### src/rtl/rom_access_scheduler.sv
// rom_access_scheduler: round-robin arbiter sharing one wait-stated ROM.
// Optional macro ROM_SCHED_PRIO0_EN gives port 0 absolute priority in IDLE.
module rom_access_scheduler #(
    parameter int PORTS       = 4,
    parameter int ADDR_W      = 16,
    parameter int DATA_W      = 8,
    parameter int WAIT_CYCLES = 2,
    parameter int MAX_HOLD    = 16
) (
    input  logic                      medClk,
    input  logic                      rstN,
    input  logic [PORTS-1:0]          reqVec,
    input  logic [PORTS*ADDR_W-1:0]   addrIn,
    output logic [PORTS-1:0]          gnt,
    output logic [DATA_W-1:0]         dataOut,
    output logic [PORTS-1:0]          dataValid,
    output logic [ADDR_W-1:0]         romAddr,
    output logic                      romRe,
    input  logic [DATA_W-1:0]         romData
);

    localparam int OW = (PORTS > 1) ? $clog2(PORTS) : 1;
    localparam int WW = $clog2(WAIT_CYCLES + 1);
    localparam int HW = $clog2(MAX_HOLD + 1);
    localparam logic [WW-1:0] WAIT_LAST = WW'(WAIT_CYCLES - 1);
    localparam logic [HW-1:0] HOLD_LAST = HW'(MAX_HOLD - 1);
    localparam logic [OW:0]   PORTS_X   = (OW + 1)'(PORTS);
    localparam logic [OW-1:0] LAST_PORT = OW'(PORTS - 1);

    typedef enum logic [1:0] {
        IDLE,
        ACCESS,
        DATA
    } state_t;

    state_t              state;
    state_t              state_nx;
    logic [OW-1:0]       owner;
    logic [OW-1:0]       owner_nx;
    logic [OW-1:0]       rr_ptr;
    logic [OW-1:0]       rr_ptr_nx;
    logic [WW-1:0]       wait_cnt;
    logic [WW-1:0]       wait_cnt_nx;
    logic [HW-1:0]       hold_cnt;
    logic [HW-1:0]       hold_cnt_nx;
    logic [ADDR_W-1:0]   addr_q;
    logic [ADDR_W-1:0]   addr_nx;
    logic [DATA_W-1:0]   data_q;
    logic [DATA_W-1:0]   data_nx;

    logic [ADDR_W-1:0]   port_addr [PORTS];
    logic [PORTS-1:0]    rot;
    logic [OW:0]         sum;
    logic [OW-1:0]       pick;
    logic                pick_any;
    logic [OW-1:0]       owner_inc;
    logic                keep_ptr;
    logic [PORTS-1:0]    owner_hot;

    for (genvar i = 0; i < PORTS; i++) begin : g_unpack
        assign port_addr[i] = addrIn[i*ADDR_W +: ADDR_W];
    end

    // Pick the first requester at or after rr_ptr, wrapping around
    always_comb begin
        rot      = PORTS'({reqVec, reqVec} >> rr_ptr);
        sum      = '0;
        pick     = rr_ptr;
        pick_any = 1'b0;
        for (int k = 0; k < PORTS; k++) begin
            if (!pick_any && rot[k]) begin
                pick_any = 1'b1;
                sum      = {1'b0, rr_ptr} + (OW + 1)'(k);
                if (sum >= PORTS_X) begin
                    sum = sum - PORTS_X;
                end
                pick = sum[OW-1:0];
            end
        end
`ifdef ROM_SCHED_PRIO0_EN
        if (reqVec[0]) begin
            pick     = '0;
            pick_any = 1'b1;
        end
`endif
    end

    // Pointer successor and whether a release should leave it untouched
    always_comb begin
        owner_inc = (owner == LAST_PORT) ? '0 : owner + OW'(1);
`ifdef ROM_SCHED_PRIO0_EN
        keep_ptr  = (owner == '0);
`else
        keep_ptr  = 1'b0;
`endif
    end

    // State and datapath registers with synchronous reset
    always_ff @(posedge medClk) begin
        if (!rstN) begin
            state    <= IDLE;
            owner    <= '0;
            rr_ptr   <= '0;
            wait_cnt <= '0;
            hold_cnt <= '0;
            addr_q   <= '0;
            data_q   <= '0;
        end else begin
            state    <= state_nx;
            owner    <= owner_nx;
            rr_ptr   <= rr_ptr_nx;
            wait_cnt <= wait_cnt_nx;
            hold_cnt <= hold_cnt_nx;
            addr_q   <= addr_nx;
            data_q   <= data_nx;
        end
    end

    // Next-state and datapath update logic
    always_comb begin
        state_nx    = state;
        owner_nx    = owner;
        rr_ptr_nx   = rr_ptr;
        wait_cnt_nx = wait_cnt;
        hold_cnt_nx = hold_cnt;
        addr_nx     = addr_q;
        data_nx     = data_q;
        unique case (state)
            IDLE: begin
                if (pick_any) begin
                    owner_nx    = pick;
                    addr_nx     = port_addr[pick];
                    wait_cnt_nx = '0;
                    hold_cnt_nx = '0;
                    state_nx    = ACCESS;
                end
            end
            ACCESS: begin
                wait_cnt_nx = wait_cnt + WW'(1);
                if (wait_cnt == WAIT_LAST) begin
                    data_nx  = romData;
                    state_nx = DATA;
                end
            end
            DATA: begin
                if (reqVec[owner] && (hold_cnt < HOLD_LAST)) begin
                    hold_cnt_nx = hold_cnt + HW'(1);
                    addr_nx     = port_addr[owner];
                    wait_cnt_nx = '0;
                    state_nx    = ACCESS;
                end else begin
                    if (!keep_ptr) begin
                        rr_ptr_nx = owner_inc;
                    end
                    state_nx = IDLE;
                end
            end
            default: state_nx = IDLE;
        endcase
    end

    // Output decode from the registered state
    always_comb begin
        owner_hot = PORTS'(1) << owner;
        romRe     = (state != IDLE);
        gnt       = romRe ? owner_hot : '0;
        romAddr   = romRe ? addr_q : '0;
        dataValid = (state == DATA) ? owner_hot : '0;
        dataOut   = data_q;
    end

endmodule

### config.mk
export PLATFORM = sky130hd
export DESIGN_NAME = rom_access_scheduler
export DESIGN_NICKNAME = d
export VERILOG_FILES = /design/src/rtl/rom_access_scheduler.sv
export SDC_FILE = /design/constraint.sdc
export NUM_CORES = 1
export LEC_CHECK = 0
export CAP_MARGIN = 20
export CORE_MARGIN = 2
export CORE_UTILIZATION = 41
export CTS_BUF_LIST = sky130_fd_sc_hd__clkbuf_4 sky130_fd_sc_hd__clkbuf_8
export DETAILED_ROUTE_END_ITERATION = 16
export GPL_ROUTABILITY_DRIVEN = 1
export PLACE_DENSITY = 0.76
export SYNTH_ARGS = -nofsm -noshare
export SYNTH_HDL_FRONTEND = slang
export SYNTH_SLANG_ARGS = --single-unit
### constraint.sdc
create_clock -name medClk -period 2.15 [get_ports medClk]
set_clock_uncertainty 0.2 [all_clocks]
set_input_delay 0.3225 -clock medClk [delete_from_list [all_inputs] [get_ports medClk]]
set_output_delay 0.3225 -clock medClk [all_outputs]
set_load 0.03 [all_outputs]
# Word-level counts from Yosys, hierarchy flattened
# Index checks and enable logic that the tools add are counted.
[word_totals]
regBits = 37
word_cells = 91
[op_classes]
eq_ne = 7
n_bitwise = 3
reduce_logical = 17
shifts = 2
magnitude_cmp = 8
muxes = 37
addsub = 10
[op_table]
columns = ["operator", "count"]
rows = [
  ["$mux 16", 7],
  ["$bmux 16 s2", 2],
  ["$pmux 16 s2", 1],
  ["$mux 2", 13],
  ["$ge 3x3->1 const B", 5],
  ["$pmux 2 s3", 2],
  ["$mux 5", 2],
  ["$pmux 5 s2", 1],
  ["$mux 4", 2],
  ["$reduce_and 2->1", 4],
  ["$shr 8x2->4", 1],
  ["$sub 2x1->2 const B", 4],
  ["$add 2x2->3 const B", 2],
  ["$mux 1", 6],
  ["$ne 2x2->1 const B", 3],
  ["$not 2->3", 2],
  ["$reduce_and 3->1", 2],
  ["$add 5x1->5 const B", 1],
  ["$lt 5x4->1 const B", 1],
  ["$add 2x1->2 const B", 2],
  ["$eq 2x1->1 const B", 2],
  ["$eq 2x2->1 const B", 2],
  ["$logic_and 1x1->1", 4],
  ["$reduce_bool 2->1", 2],
  ["other kinds (9)", 11],
]

# Logic depth before layout (Yosys ltp)
# Gate-level depths: netlist of the first run.
[logic_depth]
ltp_word = 17
ltp_mapped = 8
ltp_nobuf = 5

# Worst setup path before layout of the first run
# Ideal clock, no wire load.
[synth_timing]
kind = "register -> register"
startpoint = "reg owner[0]"
endpoint = "reg addr_q[10]"
path_slack_ps = 70
period_less_slack_ps = 2080
stages_incl_launch_ff = 7
t_arrival_ps = 1763
path_cell_list = "dfxtp_1 > buf_4 > buf_2 > mux4_2 > nor2_1 > a21oi_1 > a32o_1"
[synth_between]
elab_chain_len = 6
word_cells_on_any_way = 11
classes_between = "eq/ne (1); mux (7); bitwise (1); reduce/logical (2)"
[synth_lines]
columns = ["element", "line_no", "source"]
rows = [
  ["from (decl)", "38", "logic [OW-1:0] owner;"],
  ["from (signal assigned)", "110", "owner <= owner_nx;"],
  ["$not 2->3 (implied by the code)", "148", "addr_nx = port_addr[owner];"],
  ["$bmux 16 s2", "148", ""],
  ["$mux 16 (implied by the code) (2 in a row)", "148", ""],
  ["$mux 16", "146", "if (reqVec[owner] && (hold_cnt < HOLD_LAST)) begin"],
  ["$pmux 16 s2", "128", "unique case (state)"],
  ["to (signal assigned)", "114", "addr_q <= addr_nx;"],
  ["to (decl)", "46", "logic [ADDR_W-1:0] addr_q;"],
]
# Several ways; a longest one is shown, not always the timed one. The select of a mux whose other input is x is not followed.
# A chain may end at the register's enable or synchronous reset.

# Worst setup path after layout of the first run
[layout_timing]
startpoint = "reg state[0]"
endpoint = "out romAddr[14]"
[layout_between]
elab_chain_len = 2
[layout_lines]
columns = ["element", "line_no", "source"]
rows = [
  ["from (decl)", "36", "state_t state;"],
  ["from (signal assigned)", "109", "state <= state_nx;"],
  ["$reduce_bool 2->1", "165", "romRe = (state != IDLE);"],
  ["$mux 16", "167", "romAddr = romRe ? addr_q : '0;"],
  ["to (decl)", "17", "output logic [ADDR_W-1:0] romAddr,"],
]
# Every way passes these cells.

==> results.toml, run 1 <==
[logic_synthesis]
yosysSeqAreaShare = 0.2424
async_flop_share = 0
ys_types = 44
synth_area_leader_cell = "dfxtp_1"
synth-seq-cells = 37
synthTopCellsByArea = "dfxtp_1 24%, mux4_2 13%, a21oi_1 7.4%"
synth.avg_cell_area_um2 = 7.957
synth.top_cell.area_share = 0.2424
syn-instance-count = 384
yosys-top-cells-count = "48 x nor2_1, 45 x a21oi_1, 37 x dfxtp_1, 32 x nand4_1, 24 x nor2b_1"
yosysMostFrequentCell = "nor2_1"
synthFlopType = "dfxtp_1"
ys_warn_count = 0
synth-edff-count = 0
synth_fp_nets = 468
netlist_area_um2 = 3055

[global_route]
grt_use_total = 0.2611
overflow = 0
grt_max_degree = 34
grt_pass1_wl_mm = 17.40
antenna_found_initial = 0
grt_pass1_vias = 3464

[setup_path]
r2r_start = "rr_ptr[0]$_SDFFE_PN0P_"
cp.arrival_ps = 1560
cp-end-kind = "output pin"
worstPathRequired_ps = 1630
crit_type = "flop to output pin"
path_max_fanout = 12
startpoint_type = "flop"
startpoint = "state[0]$_SDFFE_PN0P_"

[floorplan]
fp.dieW_um = 90.33
core_area_um2 = 7253
die_area_um2 = 8159
io_pins = 111
die_y_um = 90.33
initial_utilization = 0.4213
rows = 31

[route]
drc = 0
wirelength_mm = 10.74
num_vias = 3692
firstDrtPassIters = 5
ant_nets = 0
avgRoutedWirePerCell_um = 18.14
first_iter_violations = 411
avgViaCountPerCell = 6.236

[clocking]
cts-buffers-inserted = 5
clock_sink_count = 37
cts_buffer_depth = 2
hold_buffers = 0
insertion_delay_ps = 300
path_clk_slew_ps = 90
cts_root_buf = "clkbuf_8"
cts_post_setup_buffers_inserted = 0
htreeDepth = 2
cts_tree = "yes"

[power]
peakVddDrop_uv = 303.2
p_switching_w = 0.0007446
p_int_w = 0.001520
combPwrFrac = 0.383
p_sw_frac = 0.3288
totalPowerFinal_w = 0.002264
clockPowerShare = 0.276
pwr-share-seq = 0.341
p_leak_nw = 1.685
powerDensity_nw_per_um2 = 497.3

[timing]
clock.fmax_ghz = 0.4800
fin_crit_sh = 0.9690
tightest_slew_ps = 452.4
finalSetupTns_ps = 0
fin_crit_ps = 2083
slew_viol_final = 0
max_slew_margin = 0.6981
setup_viol = 0
hold_violations = 0

[placement]
io_buffers = 110
dpl.hpwl_mm = 7.286
globalplace.congestion = 0.8982

[outcome]
status = "completed"

[cells_and_area]
area_growth_pct = 49.02
nets = 576
num_antenna_cells = 0
n_fill_cell = 640
seq_area_um2 = 743.2
multi_input_area_um2 = 2142
drive_gt1_frac = 0.1460

[hold_path]
min_from = "dataOut[3]$_SDFFE_PN0P_"
hp-class = "flop to flop"

[flow_run]
drv_cap = 0
[logic make-up (layout without fill, tap and decap cells)]
family	count (synthesis)	count (layout)	synth area share
AND/OR/NAND/NOR	154	155	0.2654
AO/OA/AOI/OAI	125	125	0.2662
buffers and inverters	42	150	0.06675
flip-flops	37	37	0.2424
multiplexers	19	19	0.1319
adder cells (fa/ha/maj)	6	6	0.02457
XOR/XNOR	1	1	0.002867
[metal layers]
metal	wire, um	GRT usage	up-vias	share of wire
met1	4218	0.3464	1729	0.39
li1	-	-	1689	-
met2	5206	0.4242	243	0.48
met5	0	0	-	0
met4	235	0.09872	0	0.022
met3	1078	0.04758	31	0.10
[final cells by class]
| type | instances | share of cell area |
|---|---|---|
| timing repair buffer | 137 | 0.3097 |
| clock buffer | 5 | 0.01511 |
| tap | 99 | 0.02721 |
| sequential | 37 | 0.1632 |
| inverter | 5 | 0.004122 |
| clock inverter | 3 | 0.01017 |
| multi-input combinational | 306 | 0.4705 |
[worst max-delay path, stage by stage (launching register included)]
cell and delay [ps]:
dfxtp_1 450, nor2_2 90, buf_4 190, nor2b_1 130, dlygate4sd2_1 410
[cells in the final DEF (no fill, tap or decap), types with 2 or more instances in the layout]
| cell | count |
|---|---|
| buf_12 | 11 |
| ha_1 | 6 |
| nand2_1 | 15 |
| a31oi_1 | 16 |
| a41oi_1 | 3 |
| or4_4 | 2 |
| o21ai_0 | 20 |
| o31ai_1 | 16 |
| dfxtp_2 | 2 |
| nor2_1 | 47 |
| inv_1 | 5 |
| clkdlybuf4s15_1 | 4 |
| nor2b_1 | 23 |
| mux2i_1 | 2 |
| clkbuf_8 | 5 |
| buf_4 | 21 |
| nand3_1 | 12 |
| a32o_1 | 16 |
| a21oi_1 | 45 |
| and2_1 | 8 |
| dfxtp_1 | 35 |
| clkdlybuf4s50_1 | 81 |
| nand4_1 | 32 |
| nand2b_1 | 4 |
| mux4_2 | 17 |
| dlygate4sd2_1 | 18 |
[flip-flops by register name, indices dropped and copies added, names as in the netlist]
name / cells
addr_q: 16
dataOut: 8
hold_cnt: 5
owner: 2
rr_ptr: 2
state: 2
wait_cnt: 2
[power groups by stage]
stage | logic (W) | clock network [W] | registers, W
floorplan | 0.000463 | 0 | 0.000789
global route | 0.000925 | 0.000653 | 0.000779
CTS | 0.000856 | 0.000624 | 0.000771
global placement | 0.000844 | 0 | 0.000786
finish | 0.000868 | 0.000625 | 0.000771
detailed placement | 0.000866 | 0 | 0.000787
[through the flow]
stage	hold WS, ps	utilization	cell area, um^2	std cells	setup WS (ps)
global route	273.8	0.6277	4553	592	-1.730
global placement	240.6	0.6107	4429	583	-340.3
floorplan	228.3	-	3055	384	69.97
detailed placement	245.5	0.6107	4429	583	-412.9
finish	256.5	0.6277	4553	592	66.61
CTS	257.1	0.6253	4536	592	3.566
[path summary, 6_finish.rpt]
kind / to / slack, ps / cells after the start
min reg2reg: dataOut[3]$_SDFFE_PN0P_ / 260 / 2
min: dataOut[3]$_SDFFE_PN0P_ / 260 / 2
max reg2reg: addr_q[3]$_SDFFE_PN0P_ / 90 / 5
max: romAddr[14] / 70 / 4
[timing repair]
action	CTS	global route
pin swaps	0	1
gates resized for setup	24	9
hold endpoints to repair	0	0
cloned	1	0
endpoints found under the setup margin	35	25
(Power assumes the default switching activity.)
==> run 2, diff against run 1 <==
--- a/config.mk
+++ b/config.mk
@@ -6,12 +6,14 @@
 export NUM_CORES = 1
 export LEC_CHECK = 0
 export CAP_MARGIN = 20
+export CELL_PAD_IN_SITES_DETAIL_PLACEMENT = 1
+export CELL_PAD_IN_SITES_GLOBAL_PLACEMENT = 1
 export CORE_MARGIN = 2
-export CORE_UTILIZATION = 41
+export CORE_UTILIZATION = 36
 export CTS_BUF_LIST = sky130_fd_sc_hd__clkbuf_4 sky130_fd_sc_hd__clkbuf_8
 export DETAILED_ROUTE_END_ITERATION = 16
 export GPL_ROUTABILITY_DRIVEN = 1
-export PLACE_DENSITY = 0.76
+export PLACE_DENSITY = 0.88
 export SYNTH_ARGS = -nofsm -noshare
 export SYNTH_HDL_FRONTEND = slang
 export SYNTH_SLANG_ARGS = --single-unit
==> constraint.sdc (replaced) <==
create_clock -name medClk -period 2.6 [get_ports medClk]
set_clock_uncertainty 0.2 [all_clocks]
set_input_delay 0.39 -clock medClk [delete_from_list [all_inputs] [get_ports medClk]]
set_output_delay 0.39 -clock medClk [all_outputs]
set_load 0.03 [all_outputs]
==> run 2 against run 1 <==
Compared with the run above: via count down 1.0%; highest routed layer unchanged; wire length up 11%; cell count up 0.68%; setup slack better by 26 ps; critical path type unchanged; core utilization down 8.7 points; non-clock buffer count down 1; combinational power down 17%; flip-flop and latch count unchanged; global-route usage down 0.14 points.
==> results.toml, run 2 (synthesis gave the netlist of run 1 again) <==
[setup_path]
cp.arrival_ps = 1920
reg2reg_depth = 5
path_max_fanout = 11
worstPathRequired_ps = 2010
crit_type = "flop to output pin"
crit_chain = "nor2_2, buf_4, nor2b_1, clkdlybuf4s50_1"
slowest_stage = "clkdlybuf4s50_1"
max_stage_delay_ps = 720
cp-end-kind = "output pin"
startpoint_type = "flop"

[floorplan]
core_area_um2 = 8217
die_y_um = 96.13
die_area_um2 = 9240
fp.dieW_um = 96.13
rows = 33
io_pins = 111
initial_utilization = 0.3719

[route]
avgRoutedWirePerCell_um = 19.91
num_vias = 3655
avgViaCountPerCell = 6.133
ant_nets = 0
drc = 0
first_iter_violations = 228
wirelength_mm = 11.87
firstDrtPassIters = 4

[timing]
hold_violations = 0
whs_ps = 259.8
tightest_slew_ps = 609.1
fin_crit_sh = 0.9645
fin_ws_ps = 92.25
finalSetupTns_ps = 0
slew_viol_final = 0
fin_crit_ps = 2508
setup_viol = 0
max_slew_margin = 0.5939
clock.fmax_ghz = 0.3988
rsz0062_at_grt = "no"

[cells_and_area]
nets = 574
drive_gt1_frac = 0.1303
final_cell_mix = "106 x clkdlybuf4s50_1, 47 x nor2_1, 45 x a21oi_1, 37 x dfxtp_1, 32 x nand4_1"
num_antenna_cells = 0
final_common_cell = "clkdlybuf4s50_1"
fin_area_um2 = 4444
largest_register = "addr_q"
largest_reg_flops = 16
n_fill_cell = 1005
area_growth_pct = 45.45

[clocking]
path_clk_slew_ps = 70
htreeDepth = 2
cts_root_buf = "clkbuf_8"
clock_sink_count = 37
cts-buffers-inserted = 5
cts_buffer_depth = 2
cts_tree = "yes"
cts_post_setup_buffers_inserted = 0
insertion_delay_ps = 290

[placement]
dpl.hpwl_mm = 8.535
placed_area_um2 = 4347
preCtsSetupSlack_ps = -162.5
io_buffers = 110
globalplace.congestion = 0.8971

[global_route]
antenna_found_initial = 0
grt_pass1_wl_mm = 18.55
overflow = 0
grt_pass1_vias = 3624
grt_use_total = 0.2597
grt_max_degree = 34

[outcome]
status = "completed"

[power]
powerDensity_nw_per_um2 = 403.0
peakVddDrop_uv = 184.1
p_leak_nw = 1.548
totalPowerFinal_w = 0.001791

[hold_path]
hp-class = "flop to flop"
min_path_cells = 2

[flow_run]
drv_cap = 0
==> run 2: cell types whose count changed in the layout (fill, tap and decap cells not counted), moves of 2 or more <==
cell,before,now
clkdlybuf4s50_1,81,106
dlygate4sd2_1,18,0
buf_12,11,4
buf_4,21,26
clkdlybuf4s15_1,4,0
clkbuf_4,0,3
dfxtp_1,35,37
dfxtp_2,2,0
==> run 2: path summary, 6_finish.rpt <==
path	start	to	slack, ps
hold / removal	dataOut[0]$_SDFFE_PN0P_	dataOut[0]$_SDFFE_PN0P_	260
hold reg to reg	dataOut[0]$_SDFFE_PN0P_	dataOut[0]$_SDFFE_PN0P_	260
setup / recovery	state[0]$_SDFFE_PN0P_	romAddr[0]	90
setup reg to reg	owner[0]$_SDFFE_PN0P_	addr_q[4]$_SDFFE_PN0P_	320
==> run 2: routing by layer <==
metal / global-route usage / up-vias / share of wire
li1: - / 1683 / -
met1: 0.3308 / 1801 / 0.42
met2: 0.4439 / 152 / 0.50
met3: 0.02976 / 19 / 0.062
met4: 0.1071 / 0 / 0.019
met5: 0 / - / 0
==> run 2: timing repair <==
| item | 4_1_cts | 5_1_grt |
|---|---|---|
| endpoints found under the setup margin | 0 | 4 |
| hold buffers | 0 | 0 |
| endpoints found under the hold margin | 0 | 0 |
| gates resized for setup | 0 | 1 |
==> run 2: power breakdown <==
part / total [W] / internal [W] / switching [W]
Sequential: 0.000641 / 0.000611 / 0.0000300
Combinational: 0.000717 / 0.000353 / 0.000363
Clock: 0.000433 / 0.000222 / 0.000211
Total: 0.00179 / 0.00119 / 0.000604
==> run 2: final cells by class <==
type,count,area [um^2],area share
multi-input combinational,305,2126,0.4783
timing repair buffer,136,1336,0.3007
sequential,37,740.7,0.1667
tap,105,131.4,0.02956
clock buffer,8,91.34,0.02055
inverter,5,18.77,0.004223
==> run 2: stage by stage <==
| stage | instances | utilization |
|---|---|---|
| after floorplan | 384 | - |
| after global placement | 588 | 0.5290 |
| after detailed placement | 588 | 0.5290 |
| after CTS | 596 | 0.5401 |
| after global routing | 596 | 0.5409 |
| final | 596 | 0.5409 |
==> run 2: critical path, delay by kind of cell, from the launching register on <==
kind,cells,cell delay (ps)
buffers and inverters,2,910
flip-flops,1,440
AND/OR/NAND/NOR,2,270
==> run 3, diff against run 2 <==
--- a/config.mk
+++ b/config.mk
@@ -10,10 +10,11 @@
 export CELL_PAD_IN_SITES_GLOBAL_PLACEMENT = 1
 export CORE_MARGIN = 2
 export CORE_UTILIZATION = 36
-export CTS_BUF_LIST = sky130_fd_sc_hd__clkbuf_4 sky130_fd_sc_hd__clkbuf_8
+export CTS_BUF_LIST = sky130_fd_sc_hd__clkbuf_2 sky130_fd_sc_hd__clkbuf_4 sky130_fd_sc_hd__clkbuf_8
 export DETAILED_ROUTE_END_ITERATION = 16
 export GPL_ROUTABILITY_DRIVEN = 1
 export PLACE_DENSITY = 0.88
+export SETUP_SLACK_MARGIN = 0.2
 export SYNTH_ARGS = -nofsm -noshare
 export SYNTH_HDL_FRONTEND = slang
 export SYNTH_SLANG_ARGS = --single-unit
==> run 3 against run 2 <==
Compared with the run above: register-to-register slack better by 40 ps; worst hold slack about the same; flip-flop and latch count stayed put.
==> results.toml, run 3 (synthesis gave the netlist of run 1 again) <==
[clocking]
cts_root_buf = "clkbuf_8"
clock_sink_count = 37
cts_post_setup_buffers_inserted = 0
cts_buffer_depth = 2
cts-buffers-inserted = 5
cts_tree = "yes"
path_clk_slew_ps = 70
insertion_delay_ps = 290
htreeDepth = 2
hold_buffers = 0

[cells_and_area]
final_cell_mix = "85 x clkdlybuf4s50_1, 47 x nor2_1, 45 x a21oi_1, 37 x dfxtp_1, 32 x nand4_1"
largest_reg_flops = 16
nets = 575
fin_area_um2 = 4492
post-route-util = 0.5467
drive_gt1_frac = 0.1443
final_common_cell = "clkdlybuf4s50_1"
num_antenna_cells = 0
n_fill_cell = 995
area_growth_pct = 47.01
largest_register = "addr_q"

[setup_path]
worstPathRequired_ps = 2590
path_max_fanout = 16
cp-end-kind = "flop"
r2r_setup_slack_ps = 360
timing.rr.end = "addr_q[4]$_SDFFE_PN0P_"
reg2reg_depth = 5
r2r_start = "owner[0]$_SDFFE_PN0P_"
cp.arrival_ps = 2350
startpoint_type = "primary input"
crit_type = "primary input to flop"
startpoint = "reqVec[2]"

[timing]
setup_viol = 0
slew_viol_final = 0
clock.fmax_ghz = 0.4230
max_slew_margin = 0.5901
fin_crit_sh = 0.9093
rsz0062_at_grt = "no"
whs_ps = 259.8
fin_crit_ps = 2364
hold_violations = 0
tightest_slew_ps = 614.9

[global_route]
use_met2 = 0.4456
grt_pass1_wl_mm = 18.60
antenna_found_initial = 0
globalRouteMet3Util = 0.03054
grt.met1_usage = 0.3303
top_usage_layer = "met2"
grt_max_degree = 34
grt_pass1_vias = 3633
overflow = 0
grt_use_total = 0.2604

[floorplan]
initial_utilization = 0.3719
fp.dieW_um = 96.13
die_y_um = 96.13
die_area_um2 = 9240
core_area_um2 = 8217
io_pins = 111
rows = 33

[route]
first_iter_violations = 280
wirelength_mm = 12.38
num_vias = 3700
avgRoutedWirePerCell_um = 20.74
drc = 0
ant_nets = 0
firstDrtPassIters = 6
avgViaCountPerCell = 6.198

[power]
powerDensity_nw_per_um2 = 400.5
combPwrFrac = 0.400
pwr-share-seq = 0.357
totalPowerFinal_w = 0.001799
peakVddDrop_uv = 196.8
p_switching_w = 0.0006188
p_sw_frac = 0.3440
p_int_w = 0.001180
clockPowerShare = 0.243
p_leak_nw = 1.743

[flow_run]
drv_cap = 0

[hold_path]
min_path_cells = 2
hp-class = "flop to flop"
min_from = "dataOut[0]$_SDFFE_PN0P_"
whs_endpoint = "dataOut[0]$_SDFFE_PN0P_"

[placement]
globalplace.congestion = 0.8971
dpl.hpwl_mm = 8.535
io_buffers = 110
placed_area_um2 = 4347

[outcome]
status = "completed"
[run 3: cell count changes in the layout (fill, tap and decap cells not counted), sizes merged]
cell / delta
and2: +1
clkdlybuf4s50: -21
dlygate4sd2: +13
dlymetal6s2s: +8
[run 3: power by group through the flow]
| stage | registers [W] | logic [W] | clock network [W] |
|---|---|---|---|
| 5_1_grt | 0.000646 | 0.000768 | 0.000461 |
| 4_1_cts | 0.000642 | 0.000702 | 0.000432 |
| 3_3_place_gp | 0.000652 | 0.000683 | 0 |
| 3_5_place_dp | 0.000655 | 0.000706 | 0 |
| 6_report | 0.000642 | 0.000719 | 0.000437 |
| 2_1_floorplan | 0.000652 | 0.000383 | 0 |
[run 3: timing repair]
action,in CTS,in global routing
endpoints found under the setup margin,25,19
cloned,0,1
gates resized for setup,14,15
[run 3: worst max-delay path by stage]
stage,endpoint,cells past startpoint
2_1_floorplan,addr_q[10]$_SDFFE_PN0P_,6
3_3_place_gp,addr_q[10]$_SDFFE_PN0P_,7
3_5_place_dp,addr_q[11]$_SDFFE_PN0P_,7
4_1_cts,romAddr[14],4
5_1_grt,addr_q[3]$_SDFFE_PN0P_,7
6_report,addr_q[4]$_SDFFE_PN0P_,7
[run 3: routing by layer]
layer / up-vias / routed length (um) / share of wire
met1: 1818 / 5085 / 0.41
met3: 26 / 897 / 0.072
li1: 1685 / - / -
met5: - / 0 / 0
met2: 171 / 6092 / 0.49
met4: 0 / 306 / 0.025
[run 3: metrics by stage]
stage | setup TNS [ps] | std cells | worst slack (ps)
3_3_place_gp | -13.17 | 588 | -8.144
5_1_grt | 0 | 597 | 199.2
6_report | 0 | 597 | 235.7
2_1_floorplan | 0 | 384 | 520.0
4_1_cts | 0 | 596 | 201.7
3_5_place_dp | -2046 | 588 | -162.5
[run 3: layout make-up]
class | instances | area [um^2] | area share
inverter | 5 | 18.77 | 0.004178
clock buffer | 8 | 91.34 | 0.02033
tap | 105 | 131.4 | 0.02925
sequential | 37 | 740.7 | 0.1649
multi-input combinational | 306 | 2170 | 0.4830
timing repair buffer | 136 | 1340 | 0.2983
[run 3: critical path, cell delays in order]
cell             delay, ps
clkdlybuf4s50_1        610
nor3_1                 100
or4_4                  520
a21oi_4                180
buf_12                 170
a31oi_1                110
a32o_1                 280
